### src/rtl/regfile_writeback_queue_pkg.sv
// Shared constants for the register-file writeback queue.
//   REG_ADDR_W / REG_DATA_W : default register address / data widths
//   REG_COUNT               : number of architectural registers (width of the pending mask)
//   ZERO_REG                : hard-wired zero register; writes to it are dropped
package regfile_writeback_queue_pkg;

  localparam int unsigned REG_ADDR_W = 5;
  localparam int unsigned REG_DATA_W = 32;
  localparam int unsigned REG_COUNT  = 32;
  localparam int unsigned ZERO_REG   = 0;

endpackage

### src/rtl/regfile_writeback_queue_wb_fifo.sv
// Circular buffer with two push ports (push0 is the older request) and one pop port.
// Every slot is exposed in age order so the owner can build pending masks and lookups.
//   clk, rst_n            : clock, asynchronous active-low reset (pointers/count only)
//   push0, push0_addr/data: first (older) push
//   push1, push1_addr/data: second (younger) push; lands after push0 when both fire
//   pop                   : remove head; caller guarantees count > 0
//   count                 : number of valid entries
//   ent_valid/addr/data   : entries in age order, index 0 = head (oldest)
module regfile_writeback_queue_wb_fifo #(
  parameter int unsigned  DEPTH  = 4,
  parameter int unsigned  ADDR_W = 5,
  parameter int unsigned  DATA_W = 32,
  localparam int unsigned PTR_W  = $clog2(DEPTH),
  localparam int unsigned CNT_W  = $clog2(DEPTH + 1)
) (
  input  logic                           clk,
  input  logic                           rst_n,
  input  logic                           push0,
  input  logic [ADDR_W-1:0]              push0_addr,
  input  logic [DATA_W-1:0]              push0_data,
  input  logic                           push1,
  input  logic [ADDR_W-1:0]              push1_addr,
  input  logic [DATA_W-1:0]              push1_data,
  input  logic                           pop,
  output logic [CNT_W-1:0]               count,
  output logic [DEPTH-1:0]               ent_valid,
  output logic [DEPTH-1:0][ADDR_W-1:0]   ent_addr,
  output logic [DEPTH-1:0][DATA_W-1:0]   ent_data
);

  logic [DEPTH-1:0][ADDR_W-1:0] addr_q;
  logic [DEPTH-1:0][DATA_W-1:0] data_q;
  logic [PTR_W-1:0]             rd_ptr_q, wr_ptr_q, push1_ptr;
  logic [CNT_W-1:0]             count_q, count_d;

  // The younger push takes the slot after the older one only when both fire.
  assign push1_ptr = push0 ? wr_ptr_q + PTR_W'(1) : wr_ptr_q;

  // Entry storage carries no reset; validity comes from count and pointers.
  always_ff @(posedge clk) begin
    if (push0) begin
      addr_q[wr_ptr_q] <= push0_addr;
      data_q[wr_ptr_q] <= push0_data;
    end
    if (push1) begin
      addr_q[push1_ptr] <= push1_addr;
      data_q[push1_ptr] <= push1_data;
    end
  end

  always_comb begin
    count_d = count_q + CNT_W'(push0) + CNT_W'(push1) - CNT_W'(pop);
  end

  always_ff @(posedge clk or negedge rst_n) begin
    if (!rst_n) begin
      count_q  <= '0;
      rd_ptr_q <= '0;
      wr_ptr_q <= '0;
    end else begin
      count_q  <= count_d;
      rd_ptr_q <= rd_ptr_q + PTR_W'(pop);
      wr_ptr_q <= wr_ptr_q + PTR_W'(push0) + PTR_W'(push1);
    end
  end

  always_comb begin
    for (int k = 0; k < DEPTH; k++) begin
      ent_valid[k] = CNT_W'(k) < count_q;
      ent_addr[k]  = addr_q[rd_ptr_q + PTR_W'(k)];
      ent_data[k]  = data_q[rd_ptr_q + PTR_W'(k)];
    end
  end

  assign count = count_q;

endmodule

### src/rtl/regfile_writeback_queue.sv
// Write-side master for the 32x32 register file. Buffers MEM and ALU writeback requests in
// order and commits one per clock through registered RegWrite/write_reg_addr/write_data.
//   mem_wb_valid/addr/data, mem_wb_ready : load writeback request (older when both arrive)
//   alu_wb_valid/addr/data, alu_wb_ready : ALU writeback request
//   RegWrite, write_reg_addr, write_data : registered register-file write port
//   wb_pending                            : bit r set while r is queued or committing
//   lookupN_addr -> lookupN_hit/data      : youngest in-flight value for a register
module regfile_writeback_queue
  import regfile_writeback_queue_pkg::*;
#(
  parameter int unsigned  DEPTH  = 4,
  parameter int unsigned  ADDR_W = REG_ADDR_W,
  parameter int unsigned  DATA_W = REG_DATA_W,
  localparam int unsigned CNT_W  = $clog2(DEPTH + 1)
) (
  input  logic                 clk,
  input  logic                 rst_n,
  input  logic                 mem_wb_valid,
  input  logic [ADDR_W-1:0]    mem_wb_addr,
  input  logic [DATA_W-1:0]    mem_wb_data,
  output logic                 mem_wb_ready,
  input  logic                 alu_wb_valid,
  input  logic [ADDR_W-1:0]    alu_wb_addr,
  input  logic [DATA_W-1:0]    alu_wb_data,
  output logic                 alu_wb_ready,
  output logic                 RegWrite,
  output logic [ADDR_W-1:0]    write_reg_addr,
  output logic [DATA_W-1:0]    write_data,
  output logic [REG_COUNT-1:0] wb_pending,
  input  logic [ADDR_W-1:0]    lookup1_addr,
  output logic                 lookup1_hit,
  output logic [DATA_W-1:0]    lookup1_data,
  input  logic [ADDR_W-1:0]    lookup2_addr,
  output logic                 lookup2_hit,
  output logic [DATA_W-1:0]    lookup2_data
);

  logic [CNT_W-1:0]             count;
  logic                         mem_push, alu_push, pop;
  logic [DEPTH-1:0]             ent_valid;
  logic [DEPTH-1:0][ADDR_W-1:0] ent_addr;
  logic [DEPTH-1:0][DATA_W-1:0] ent_data;
  logic                         regwrite_q;
  logic [ADDR_W-1:0]            wr_addr_q;
  logic [DATA_W-1:0]            wr_data_q;

  // Readiness uses the registered count only, so a same-cycle pop earns no credit and
  // the ALU port always leaves room for a simultaneous MEM push.
  assign mem_wb_ready = count <= CNT_W'(DEPTH - 1);
  assign alu_wb_ready = count <= CNT_W'(DEPTH - 2);

  // Writes to the zero register are acknowledged but never enter the queue.
  assign mem_push = mem_wb_valid && mem_wb_ready && (mem_wb_addr != ADDR_W'(ZERO_REG));
  assign alu_push = alu_wb_valid && alu_wb_ready && (alu_wb_addr != ADDR_W'(ZERO_REG));
  assign pop      = count != '0;

  regfile_writeback_queue_wb_fifo #(
    .DEPTH  (DEPTH),
    .ADDR_W (ADDR_W),
    .DATA_W (DATA_W)
  ) u_wb_fifo (
    .clk        (clk),
    .rst_n      (rst_n),
    .push0      (mem_push),
    .push0_addr (mem_wb_addr),
    .push0_data (mem_wb_data),
    .push1      (alu_push),
    .push1_addr (alu_wb_addr),
    .push1_data (alu_wb_data),
    .pop        (pop),
    .count      (count),
    .ent_valid  (ent_valid),
    .ent_addr   (ent_addr),
    .ent_data   (ent_data)
  );

  // Output stage: head moves here on every edge the queue is non-empty.
  always_ff @(posedge clk or negedge rst_n) begin
    if (!rst_n) begin
      regwrite_q <= 1'b0;
      wr_addr_q  <= '0;
      wr_data_q  <= '0;
    end else if (pop) begin
      regwrite_q <= 1'b1;
      wr_addr_q  <= ent_addr[0];
      wr_data_q  <= ent_data[0];
    end else begin
      regwrite_q <= 1'b0;
    end
  end

  assign RegWrite       = regwrite_q;
  assign write_reg_addr = wr_addr_q;
  assign write_data     = wr_data_q;

  always_comb begin
    wb_pending = '0;
    for (int k = 0; k < DEPTH; k++) begin
      if (ent_valid[k]) wb_pending[ent_addr[k]] = 1'b1;
    end
    if (regwrite_q) wb_pending[wr_addr_q] = 1'b1;
  end

  // Scan oldest to youngest so the youngest match is the one left standing.
  always_comb begin
    lookup1_hit  = 1'b0;
    lookup1_data = '0;
    lookup2_hit  = 1'b0;
    lookup2_data = '0;
    if (regwrite_q) begin
      if (wr_addr_q == lookup1_addr) begin
        lookup1_hit  = 1'b1;
        lookup1_data = wr_data_q;
      end
      if (wr_addr_q == lookup2_addr) begin
        lookup2_hit  = 1'b1;
        lookup2_data = wr_data_q;
      end
    end
    for (int k = 0; k < DEPTH; k++) begin
      if (ent_valid[k] && ent_addr[k] == lookup1_addr) begin
        lookup1_hit  = 1'b1;
        lookup1_data = ent_data[k];
      end
      if (ent_valid[k] && ent_addr[k] == lookup2_addr) begin
        lookup2_hit  = 1'b1;
        lookup2_data = ent_data[k];
      end
    end
    if (lookup1_addr == ADDR_W'(ZERO_REG)) begin
      lookup1_hit  = 1'b0;
      lookup1_data = '0;
    end
    if (lookup2_addr == ADDR_W'(ZERO_REG)) begin
      lookup2_hit  = 1'b0;
      lookup2_data = '0;
    end
  end

endmodule

### config.mk
export PLATFORM = sky130hd
export DESIGN_NAME = regfile_writeback_queue
export DESIGN_NICKNAME = d
export VERILOG_FILES = /design/src/rtl/regfile_writeback_queue_pkg.sv /design/src/rtl/regfile_writeback_queue_wb_fifo.sv /design/src/rtl/regfile_writeback_queue.sv
export SDC_FILE = /design/constraint.sdc
export NUM_CORES = 1
export LEC_CHECK = 0
export ABC_CLOCK_PERIOD_IN_PS = 4200
export CORE_AREA = 2 2 244 246
export DETAILED_ROUTE_END_ITERATION = 7
export DIE_AREA = 0 0 246 248
export PLACE_DENSITY = 0.58
export SYNTH_ARGS = -nofsm -noshare
export SYNTH_HDL_FRONTEND = slang
export SYNTH_HIERARCHICAL = 1
export SYNTH_SLANG_ARGS = --single-unit
### constraint.sdc
create_clock -name clk -period 4.2 [get_ports clk]
set_input_delay 0.84 -clock clk [delete_from_list [all_inputs] [get_ports clk]]
set_output_delay 0.84 -clock clk [all_outputs]
set_load 0.03 [all_outputs]
==> qor.yml <==
setup_path:
  arrival_ns: 3.59
  cp-start-kind: "flip-flop"
  slowest_stage: "mux4_2"
  endpoint_kind: "output pin"
  timing.critical_path.mode_cell: "buf_6"
  path_cells: "buf_6 > mux4_2 > buf_6 > xor2_1 > nor4_1 > and3_2 > o21bai_4 > buf_12 > buf_16 > o211ai_1 > a32o_1 > buf_4"
  required_ns: 3.36
  timing.rr.start: "u_wb_fifo/count[2]"
  worstPathMaxFanout: 9
  crit_path_max_incr_delay_ns: 0.58
  crit_start: "u_wb_fifo/rd_ptr_q[1]"
  critPathKind: "flip-flop to output pin"
timing:
  fmax_mhz: 226
  holdWs_ns: 0.395
  finalCritPeriodShare: 1.06
  relSlewSlack: 0.486
  post-route-min-period_ns: 4.43
  worst_pin_slew_ns: 0.770
  fin_ws_ns: -0.233
  fin_skew_ns: 0.0286
  rsz0062_at_grt: "true"
  setup_viol: 65
  slew_viol_final: 0
  hold_violations: 0
synthesis:
  yosysTopAreaCell: "mux4_2"
  async_flop_share: 0.233
  syn_area_sq_um: 17300
  yosysUniqueCellTypes: 55
  ys_warn_count: 6
  yosysSeqAreaShare: 0.236
  synth_seq_cells: 193
  avgSynthCellArea_sq_um: 10.5
  ys.flop_type: "dfxtp_1"
  ys_top_cells_by_area: "mux4_2, mux2_2, dfxtp_1"
  synthCells: 1644
  synth_top_cell_area_share: 0.192
  synth_edf_count: 0
  syn-num-nets: 1743
place:
  hpwl_microns: 44900
  globalplace.congestion: 0.879
  io_buffers: 225
cells_and_area:
  syn_to_final_growth_pct: 32.5
  final_layout_size_suffix_gt1_frac: 0.453
  nets: 2003
  utilization: 0.393
floorplan:
  coreArea_sq_um: 58500
  io_pins: 226
  die-area_sq_um: 61000
  fp.dieH_microns: 248
  rows: 89
  fp.dieW_microns: 246
  start_util: 0.297
drt:
  wl_microns: 69100
  dr.pass1.iters: 7
  drt_iter0_markers: 1279
  antenna_left: 0
  routed-via-count: 15800
  vias_per_cell: 5.86
  drc_errors: 0
  wl_per_cell_microns: 25.7
pwr:
  power_frac_clock: 0.073
  p_sw_frac: 0.475
  comb_power_share: 0.758
  power_mw: 24.3
  internal_power_mw: 12.7
  ir_worst_vdd_uv: 489
  powerDensity_nw_per_um2: 1060
  pwr-share-seq: 0.170
  switching_power_mw: 11.5
  leakage_nw: 9.21
clock_network:
  cts_made_buffers: 17
  clkTransAtPathRegs_ns: 0.08
  cts_tree: "yes"
  clock_latency_ns: 0.51
  clk_path_buf_depth: 2
  cts_sinks: 193
  hold_buffers: 0
  cts_root_buf: "clkbuf_16"
  htree_levels: 4
min_path:
  hold_path_class: "input pin to asynchronous set/reset pin"
global_route:
  grt_overflow_total: 0
  grt_pass1_wl_microns: 98700
  grt_pass1_vias: 15500
  grt_max_degree: 95
  antenna_found_initial: 9
  track_usage: 0.216
flow_run:
  cap_violations: 0
status:
  status: "complete, but fails checks"
  violations: "negative setup slack"
-- cell type report --
cell class	count	area, sq um
clock buffers	23	520
diodes	2	5.00
fillers	5591	35500
flip-flops and latches	193	4100
multi-input cells	1235	12500
inverters	46	173
clock inverters	9	90.1
repair buffers	411	4640
well taps	773	967
-- critical path, delay by kind of cell (launching register included) --
| kind | cells | cell delay (ns) |
|---|---|---|
| AOI/OAI and AO/OA | 3 | 0.56 |
| DFF | 1 | 0.50 |
| muxes | 1 | 0.58 |
| buffers and inverters | 5 | 0.78 |
| xor gates and xnor gates | 1 | 0.15 |
| and+or+nand+nor | 2 | 0.54 |
-- placed cells by master (no fill, tap or decap), types with 26 or more instances in the layout --
| cell type | n |
|---|---|
| buf_12 | 34 |
| o211a_1 | 32 |
| clkbuf_16 | 29 |
| nor2_1 | 138 |
| dfxtp_1 | 148 |
| buf_4 | 114 |
| nor3_1 | 27 |
| dfrtp_1 | 43 |
| o211ai_1 | 32 |
| xor2_1 | 36 |
| inv_1 | 46 |
| a32o_2 | 30 |
| o21ai_0 | 32 |
| nand2_1 | 119 |
| clkdlybuf4s50_1 | 124 |
| nand3_1 | 26 |
| buf_6 | 79 |
| o311ai_1 | 26 |
| a311oi_2 | 30 |
| mux2i_1 | 28 |
| mux2_2 | 292 |
| mux4_2 | 148 |
| a22oi_1 | 32 |
-- power groups by stage --
| stage | sequential [mW] | clock (mW) | combinational, mW |
|---|---|---|---|
| final | 4.12 | 1.76 | 18.4 |
| after global routing | 4.27 | 1.87 | 19.4 |
| after CTS | 4.06 | 1.81 | 17.7 |
| after detailed placement | 4.13 | 0 | 16.5 |
| after global placement | 4.00 | 0 | 16.2 |
| after floorplan | 4.03 | 0 | 11.3 |
-- stage by stage --
stage,instance area [sq um],TNS (ns),cells,setup WS (ns)
2_1_floorplan,17300,0,1644,0.0755
3_3_place_gp,20600,-9.36,2587,-0.467
3_5_place_dp,20600,-9.05,2587,-0.428
4_1_cts,22300,-12.14,2671,-0.310
5_1_grt,23000,-17.82,2692,-0.361
6_report,23000,-10.30,2692,-0.233
-- cell usage after synthesis (37+ instances only) --
cell      instances
mux2_2          292
dfxtp_1         148
mux4_2          148
nor2_1          139
nand2_1         123
buf_2            67
clkbuf_1         54
inv_1            46
dfrtp_1          45
nor3_1           41
xor2_1           37
-- layer usage --
layer | vias to the layer above | track usage | part of all wire
li1 | 6891 | - | -
met1 | 8013 | 0.271 | 0.41
met2 | 700 | 0.364 | 0.49
met3 | 165 | 0.0428 | 0.064
met4 | 10 | 0.0877 | 0.031
met5 | - | 0 | 0.0010
-- worst paths after layout --
| check | to | slack (ns) | depth (start not counted) |
|---|---|---|---|
| worst max-delay path | lookup2_data[6] | -0.23 | 12 |
| min in group clk | write_data[27] | 0.57 | 2 |
| max in group asynchronous | u_wb_fifo/rd_ptr_q[1] | 2.85 | 2 |
| worst min register to register | write_data[27] | 0.57 | 2 |
| worst min-delay path | write_data[27] | 0.39 | 1 |
| worst max register to register | u_wb_fifo/count[2] | 1.32 | 9 |
-- flip-flops by register name (all words and copies together) (netlist names) --
| name | cells |
|---|---|
| u_wb_fifo/data_q | 128 |
| write_data | 32 |
| u_wb_fifo/addr_q | 20 |
| write_reg_addr | 5 |
| u_wb_fifo/count | 3 |
| u_wb_fifo/rd_ptr_q | 2 |
| u_wb_fifo/wr_ptr_q | 2 |
| RegWrite | 1 |
-- cells by family after synthesis --
family,Yosys count,share of synthesized area
compound gates,267,0.138
xor+xnor,53,0.0268
fa+ha+maj,11,0.00923
buf+inv,217,0.0688
flops,193,0.236
mux,481,0.406
simple gates,422,0.115
-- timing repair --
item | CTS | global route
pin swaps | 15 | 47
endpoints found under the setup margin | 93 | 83
setup buffers | 45 | 11
cloned | 8 | 10
gates resized for setup | 222 | 97
Note: power is estimated with default switching activity, not from simulation.
